<file path="src/rtl/pipe_skid_stage.sv">
// Elastic pipeline stage: registered main + skid entry, in_ready fully registered.
// Optional backpressure statistics counter: define PIPE_STAGE_STATS_EN.
//
// state | meaning
// EMPTY | no beat held; in_ready=1, out_valid=0
// BUSY  | main holds a beat; in_ready=1, out_valid=1
// FULL  | main and skid hold beats; in_ready=0, out_valid=1
module pipe_skid_stage #(
  parameter int DW    = 32,
  parameter int CW    = 16,
  parameter int CNT_W = 16
) (
  input  logic             clk,
  input  logic             rst,
  input  logic             flush,
  input  logic             in_valid,
  output logic             in_ready,
  input  logic [DW-1:0]    in_data,
  input  logic [CW-1:0]    in_ctrl,
  output logic             out_valid,
  input  logic             out_ready,
  output logic [DW-1:0]    out_data,
  output logic [CW-1:0]    out_ctrl
`ifdef PIPE_STAGE_STATS_EN
  ,
  output logic [CNT_W-1:0] stall_cnt
`endif
);

  typedef enum logic [1:0] {
    EMPTY = 2'd0,
    BUSY  = 2'd1,
    FULL  = 2'd2
  } state_t;

  state_t          state;
  logic [DW-1:0]   skid_data;
  logic [CW-1:0]   skid_ctrl;
  logic            push;
  logic            pop;

  assign push = in_valid & in_ready;
  assign pop  = out_valid & out_ready;

  // ctrl of an empty entry is always forced to zero so downstream sees a bubble
  always_ff @(posedge clk or negedge rst) begin
    if (!rst) begin
      state     <= EMPTY;
      in_ready  <= 1'b1;
      out_valid <= 1'b0;
      out_data  <= '0;
      out_ctrl  <= '0;
      skid_data <= '0;
      skid_ctrl <= '0;
    end else if (flush) begin
      state     <= EMPTY;
      in_ready  <= 1'b1;
      out_valid <= 1'b0;
      out_ctrl  <= '0;
      skid_ctrl <= '0;
    end else begin
      case (state)
        EMPTY: begin
          if (push) begin
            state     <= BUSY;
            out_valid <= 1'b1;
            out_data  <= in_data;
            out_ctrl  <= in_ctrl;
          end
        end
        BUSY: begin
          if (push && pop) begin
            out_data <= in_data;
            out_ctrl <= in_ctrl;
          end else if (push) begin
            state     <= FULL;
            in_ready  <= 1'b0;
            skid_data <= in_data;
            skid_ctrl <= in_ctrl;
          end else if (pop) begin
            state     <= EMPTY;
            out_valid <= 1'b0;
            out_ctrl  <= '0;
          end
        end
        FULL: begin
          if (pop) begin
            state     <= BUSY;
            in_ready  <= 1'b1;
            out_data  <= skid_data;
            out_ctrl  <= skid_ctrl;
            skid_ctrl <= '0;
          end
        end
        default: begin
          state     <= EMPTY;
          in_ready  <= 1'b1;
          out_valid <= 1'b0;
          out_ctrl  <= '0;
          skid_ctrl <= '0;
        end
      endcase
    end
  end

`ifdef PIPE_STAGE_STATS_EN
  // saturating count of stalled cycles; only reset clears it
  always_ff @(posedge clk or negedge rst) begin
    if (!rst) begin
      stall_cnt <= '0;
    end else if (out_valid && !out_ready && (stall_cnt != '1)) begin
      stall_cnt <= stall_cnt + CNT_W'(1);
    end
  end
`endif

endmodule

</file>
<file path="config.mk">
export PLATFORM = sky130hd
export DESIGN_NAME = pipe_skid_stage
export DESIGN_NICKNAME = d
export VERILOG_FILES = /design/src/rtl/pipe_skid_stage.sv
export SDC_FILE = /design/constraint.sdc
export NUM_CORES = 1
export LEC_CHECK = 0
export CAP_MARGIN = 10
export CORE_ASPECT_RATIO = 0.5
export CORE_UTILIZATION = 50
export CTS_CLUSTER_DIAMETER = 50
export DETAILED_ROUTE_END_ITERATION = 6
export PLACE_DENSITY = 0.8
export SYNTH_ARGS = -nofsm -noshare
export SYNTH_HDL_FRONTEND = slang
export SYNTH_SLANG_ARGS = --single-unit
</file>
<file path="constraint.sdc">
create_clock -name clk -period 4.8 [get_ports clk]
set_input_delay 0.96 -clock clk [delete_from_list [all_inputs] [get_ports clk]]
set_output_delay 0.96 -clock clk [all_outputs]
set_load 0.01 [all_outputs]
</file>
==> impl_metrics.toml, run 1 <==
[global_routing]
grt_pass1_wl_mm = 15.8
grt_pass1_vias = 3131
grt-ovfl-total = 0
grt_use_total_pct = 21.8
grt_max_degree = 69
antenna_found_initial = 0

[logic_synthesis]
synthesis.instances = 300
ys_types = 33
synth_seq_cells = 100
synth_area_um2 = 4530
synthTopCellsByArea = "dfrtp_1 (55%), mux2_2 (16%), mux2_4 (9.6%)"
synth-edff-count = 0
synth-main-ff-cell = "dfrtp_1"
ys_seq_area_share_pct = 55.2
synth_top_area_share_pct = 54.7
yosys.area.top_type = "dfrtp_1"
async_flop_share_pct = 100
synth_nets = 353
yosysWarnings = 0
syn_area_per_cell_um2 = 15.1

[placement]
place.port_buffers = 102
gp_congestion = 0.861
place_hpwl_mm = 6.16
place_area_um2 = 5560
pre_cts_ws_ps = 1430

[final_layout]
final_cell_mix = "clkdlybuf4s50_1 (101), dfrtp_1 (99), mux2_2 (66), a22o_1 (48), mux2_4 (29)"
drive_above_1_share_pct = 32.1
fin_nets = 447
layout_commonest_cell = "clkdlybuf4s50_1"
fin_util_pct = 67.0
syn2layout_area_growth_pct = 29.2
fin_area_um2 = 5860
diodes = 0

[setup_path]
r2r_start = "state[1]"
crit_required_ps = 5030
r2r_slack_ps = 2390
reg2reg_depth = 4
critical_path_class = "in2reg"
start_kind = "primary input"
cp-end-kind = "flop"
worstPathMaxFanout = 32
worstReg2RegEnd = "out_data[14]"
arrival_ps = 3190

[clocking]
cts_hold_buf = 0
clk_pin_slew_worst_paths_ps = 70
clock_sinks = 100
cts_tree = "built"
cts_max_level = 3
cts_resized = 0
cts.root.buffer_cell = "clkbuf_16"
cts_made_buffers = 9
cts_setup_buffers = 0
clk_path_buf_depth = 2
clock_latency_ps = 350

[routing]
drtIter0Drc = 140
firstDrtPassIters = 4
drc = 0
num_vias = 2856
wl_per_cell_um = 18.1
wirelength_mm = 9.32
ant_nets = 0
avgViaCountPerCell = 5.53

[power_and_ir_drop]
p_leak_nw = 2.60
ir_drop_v = 0.000282
power.density_nw_per_um2 = 516

[sta]
fmax_mhz = 338
fin_crit_sh_pct = 61.7
rsz0062_at_grt = "false"
setup_viol = 0
period_needed_ps = 2960
skew_ps = 5.00
maxSlewViolCount = 0
holdWs_ps = 504
hold_viol = 0
worst_slack_ps = 1840
finalSetupTns_ps = 0
slew_headroom_pct = 26.7
worst_pin_slew_ps = 1100

[min_path]
hold_depth = 1
hp-class = "reg2reg"
min_to = "out_ctrl[10]"
hp-start = "out_ctrl[10]"

[die]
design.die.area_um2 = 9470
top_level_ports = 103
die_h_um = 69.3
initial_core_util_pct = 51.9
core_um2 = 8740
num_rows = 24
die_w_um = 137

[status]
outcome = "completed"

[flow_run]
timing.max_cap.violations = 0
through the flow:
step	instances	total power, mW
after floorplan	300	1.85
after global placement	500	2.26
after detailed placement	500	2.31
after CTS	516	3.06
after global routing	516	3.18
final	516	3.02
Yosys cell counts (4+ instances only):
cell type   n
a21oi_2     4
clkbuf_1    7
nand3_1     4
buf_2       4
dfrtp_1    99
mux2_4     29
buf_6       5
a21oi_1     5
a22o_1     48
mux2_2     66
registers in the layout, indices dropped and copies added, names as in the netlist:
name / flops
skid_data: 32
in_ready: 1
out_valid: 1
skid_ctrl: 16
out_data: 32
out_ctrl: 16
state: 2
cells by family after synthesis:
family,synth area share [%]
flip-flops,55.2
multiplexers,26.2
AO/OA/AOI/OAI,12.4
buffers and inverters,3.89
AND/OR/NAND/NOR,2.18
worst max path at each step:
| stage | from | to | slack, ps | cells past startpoint |
|---|---|---|---|---|
| after detailed placement | out_ready | out_data[14] | 1430 | 5 |
| final | in_valid | out_data[14] | 1840 | 5 |
| after floorplan | flush | skid_data[22] | 2540 | 5 |
| after CTS | out_ready | out_data[13] | 1810 | 5 |
| after global routing | out_ready | out_data[24] | 1700 | 5 |
| after global placement | out_ready | out_data[12] | 1550 | 5 |
per-layer routing:
layer	routed length, µm	GRT usage [%]	vias to the layer above
li1	-	-	1310
met1	3980	26.5	1456
met2	4820	37.3	75
met3	400	6.07	15
met4	114	7.16	0
met5	0	0	-
power breakdown:
group | total [mW] | switching, mW | leakage (nW) | internal, mW
Clock | 0.729 | 0.323 | 0.142 | 0.407
Sequential | 1.31 | 0.174 | 1.25 | 1.14
Combinational | 0.982 | 0.341 | 1.21 | 0.641
Total | 3.02 | 0.837 | 2.60 | 2.18
critical path, cell delays in order:
cell and delay, ps:
clkdlybuf4s50_1 640, nand3b_4 130, a21o_1 200, a21oi_4 830, mux2_2 420
cell type report:
cell class	instances	area, µm²
clock buffer	9	225
clock inverter	7	76.3
fill	614	2880
inverter	1	3.75
multi-input combinational	178	1870
sequential	100	2500
tap	117	146
timing repair buffer	104	1030
No activity file was read; power rests on OpenSTA's default activity.
==> run 2: changes to the inputs <==
==> constraint.sdc (replaced) <==
create_clock -name clk -period 3 [get_ports clk]
set_input_delay 0.6 -clock clk [delete_from_list [all_inputs] [get_ports clk]]
set_output_delay 0.6 -clock clk [all_outputs]
set_load 0.01 [all_outputs]
==> run 2 against run 1 <==
Effect of this change:
- cell area increased by 0.96%
- power increased by 60%
- die area unchanged
- combinational power increased by 62%
- final cell count increased by 1.2%
- sequential cell count unchanged
- clock power increased by 58%
- utilization increased by 0.64 points
- hold slack got worse by 220 ps
- critical path depth unchanged
==> impl_metrics.toml, run 2 (synthesized netlist as in run 1, its figures left out) <==
[power_and_ir_drop]
p_int_mw = 3.52
pwr-share-clk_pct = 23.7
ir_drop_v = 0.000447
swShare_pct = 27.2
p_sw_mw = 1.32
power.density_nw_per_um2 = 819
p_leak_nw = 2.64
seqPwrFrac_pct = 43.4
pwr-share-comb_pct = 32.9

[clocking]
cts_resized = 0
clk_path_buf_depth = 2
cts_made_buffers = 9
cts_max_level = 3
cts_hold_buf = 0
cts_setup_buffers = 0
clock_sinks = 100
clock_latency_ps = 350
clk_pin_slew_worst_paths_ps = 60
cts.root.buffer_cell = "clkbuf_16"
cts_tree = "built"

[global_routing]
grt_max_degree = 56
grt_pass1_vias = 3116
grt_pass1_wl_mm = 15.7
grt_use_total_pct = 21.7
antenna_found_initial = 0
grt-ovfl-total = 0

[setup_path]
crit_required_ps = 3280
path_buf_inv = 1
start_kind = "primary input"
r2r_start = "state[1]"
critical-path-slowest-cell = "a211oi_2"
cp_slowest_stage_delay_ps = 900
cp_cell_sequence = "clkdlybuf4s50_1 -> a21oi_1 -> a211oi_1 -> a211oi_2 -> a22o_1"
cp-end-kind = "flop"
reg2reg_depth = 4
r2r_slack_ps = 860
worstReg2RegEnd = "out_data[30]"
worstPathMaxFanout = 16
cp_top_family = "compound AO/OA/AOI/OAI gates"
arrival_ps = 2730
critical_path_class = "in2reg"

[flow_run]
timing.max_cap.violations = 0

[sta]
skew_ps = 4.08
fin_crit_sh_pct = 81.7
worst_pin_slew_ps = 1070
period_needed_ps = 2450
hold_viol = 0
maxSlewViolCount = 0
finalSetupTns_ps = 0
setup_viol = 0
slew_headroom_pct = 28.7
holdWs_ps = 285
rsz0062_at_grt = "false"
fmax_mhz = 408

[final_layout]
register_area_um2 = 2500
fill_cells = 625
drive_above_1_share_pct = 32.8
multiInputGateArea_um2 = 1870
reg_top3 = "out_data: 32 flops, skid_data: 32 flops"
fin_util_pct = 67.7
syn2layout_area_growth_pct = 30.5
diodes = 0
final_cell_mix = "clkdlybuf4s50_1 (101), dfrtp_1 (99), mux2_2 (66), a22o_1 (48), mux2_4 (29)"
layout_commonest_cell = "clkdlybuf4s50_1"
fin_nets = 454

[routing]
drtIter0Drc = 177
wl_per_cell_um = 18.0
num_vias = 2932
wirelength_mm = 9.38
drc = 0
avgViaCountPerCell = 5.62
firstDrtPassIters = 4
ant_nets = 0

[placement]
place_hpwl_mm = 6.24
place.port_buffers = 102
gp_congestion = 0.856

[die]
initial_core_util_pct = 51.9
design.die.area_um2 = 9470
die_h_um = 69.3
core_um2 = 8740
die_w_um = 137
num_rows = 24
top_level_ports = 103

[status]
outcome = "completed"

[min_path]
hp-class = "in2async"
[run 2: power groups by stage]
stage	combinational, mW	clock (mW)	sequential, mW
floorplan	0.799	0	2.15
global placement	1.55	0	2.08
detailed placement	1.61	0	2.11
CTS	1.62	1.17	2.10
global route	1.71	1.23	2.15
finish	1.59	1.15	2.10
[run 2: layout make-up]
class | count | share of cell area, %
sequential | 100 | 42.3
clock inverter | 4 | 0.846
multi-input combinational | 178 | 31.6
timing repair buffer | 111 | 18.6
tap | 117 | 2.48
clock buffer | 11 | 4.10
inverter | 1 | 0.0635
[run 2: worst max-delay path by stage]
stage | to | startpoint | depth (start not counted)
finish | out_ctrl[9] | in_valid | 5
global route | out_ctrl[3] | in_valid | 5
CTS | out_ctrl[9] | in_valid | 5
detailed placement | out_ctrl[4] | in_valid | 5
global placement | skid_data[27] | out_ready | 6
floorplan | skid_data[22] | flush | 5
[run 2: metrics by stage]
step | setup WS [ps] | cell area [µm²] | power (mW) | instances
3_5_place_dp | 243 | 5620 | 3.72 | 507
2_1_floorplan | 1100 | 4530 | 2.95 | 300
6_report | 550 | 5910 | 4.84 | 522
5_1_grt | 446 | 5910 | 5.09 | 522
3_3_place_gp | 373 | 5620 | 3.63 | 507
4_1_cts | 597 | 5910 | 4.89 | 522
[run 2: metal layers]
layer / wire length (µm) / vias up / global-route usage (%)
met5: 0 / - / 0
met4: 149 / 0 / 7.41
met3: 405 / 19 / 5.63
met2: 4910 / 66 / 37.2
met1: 3910 / 1524 / 26.4
li1: - / 1323 / -
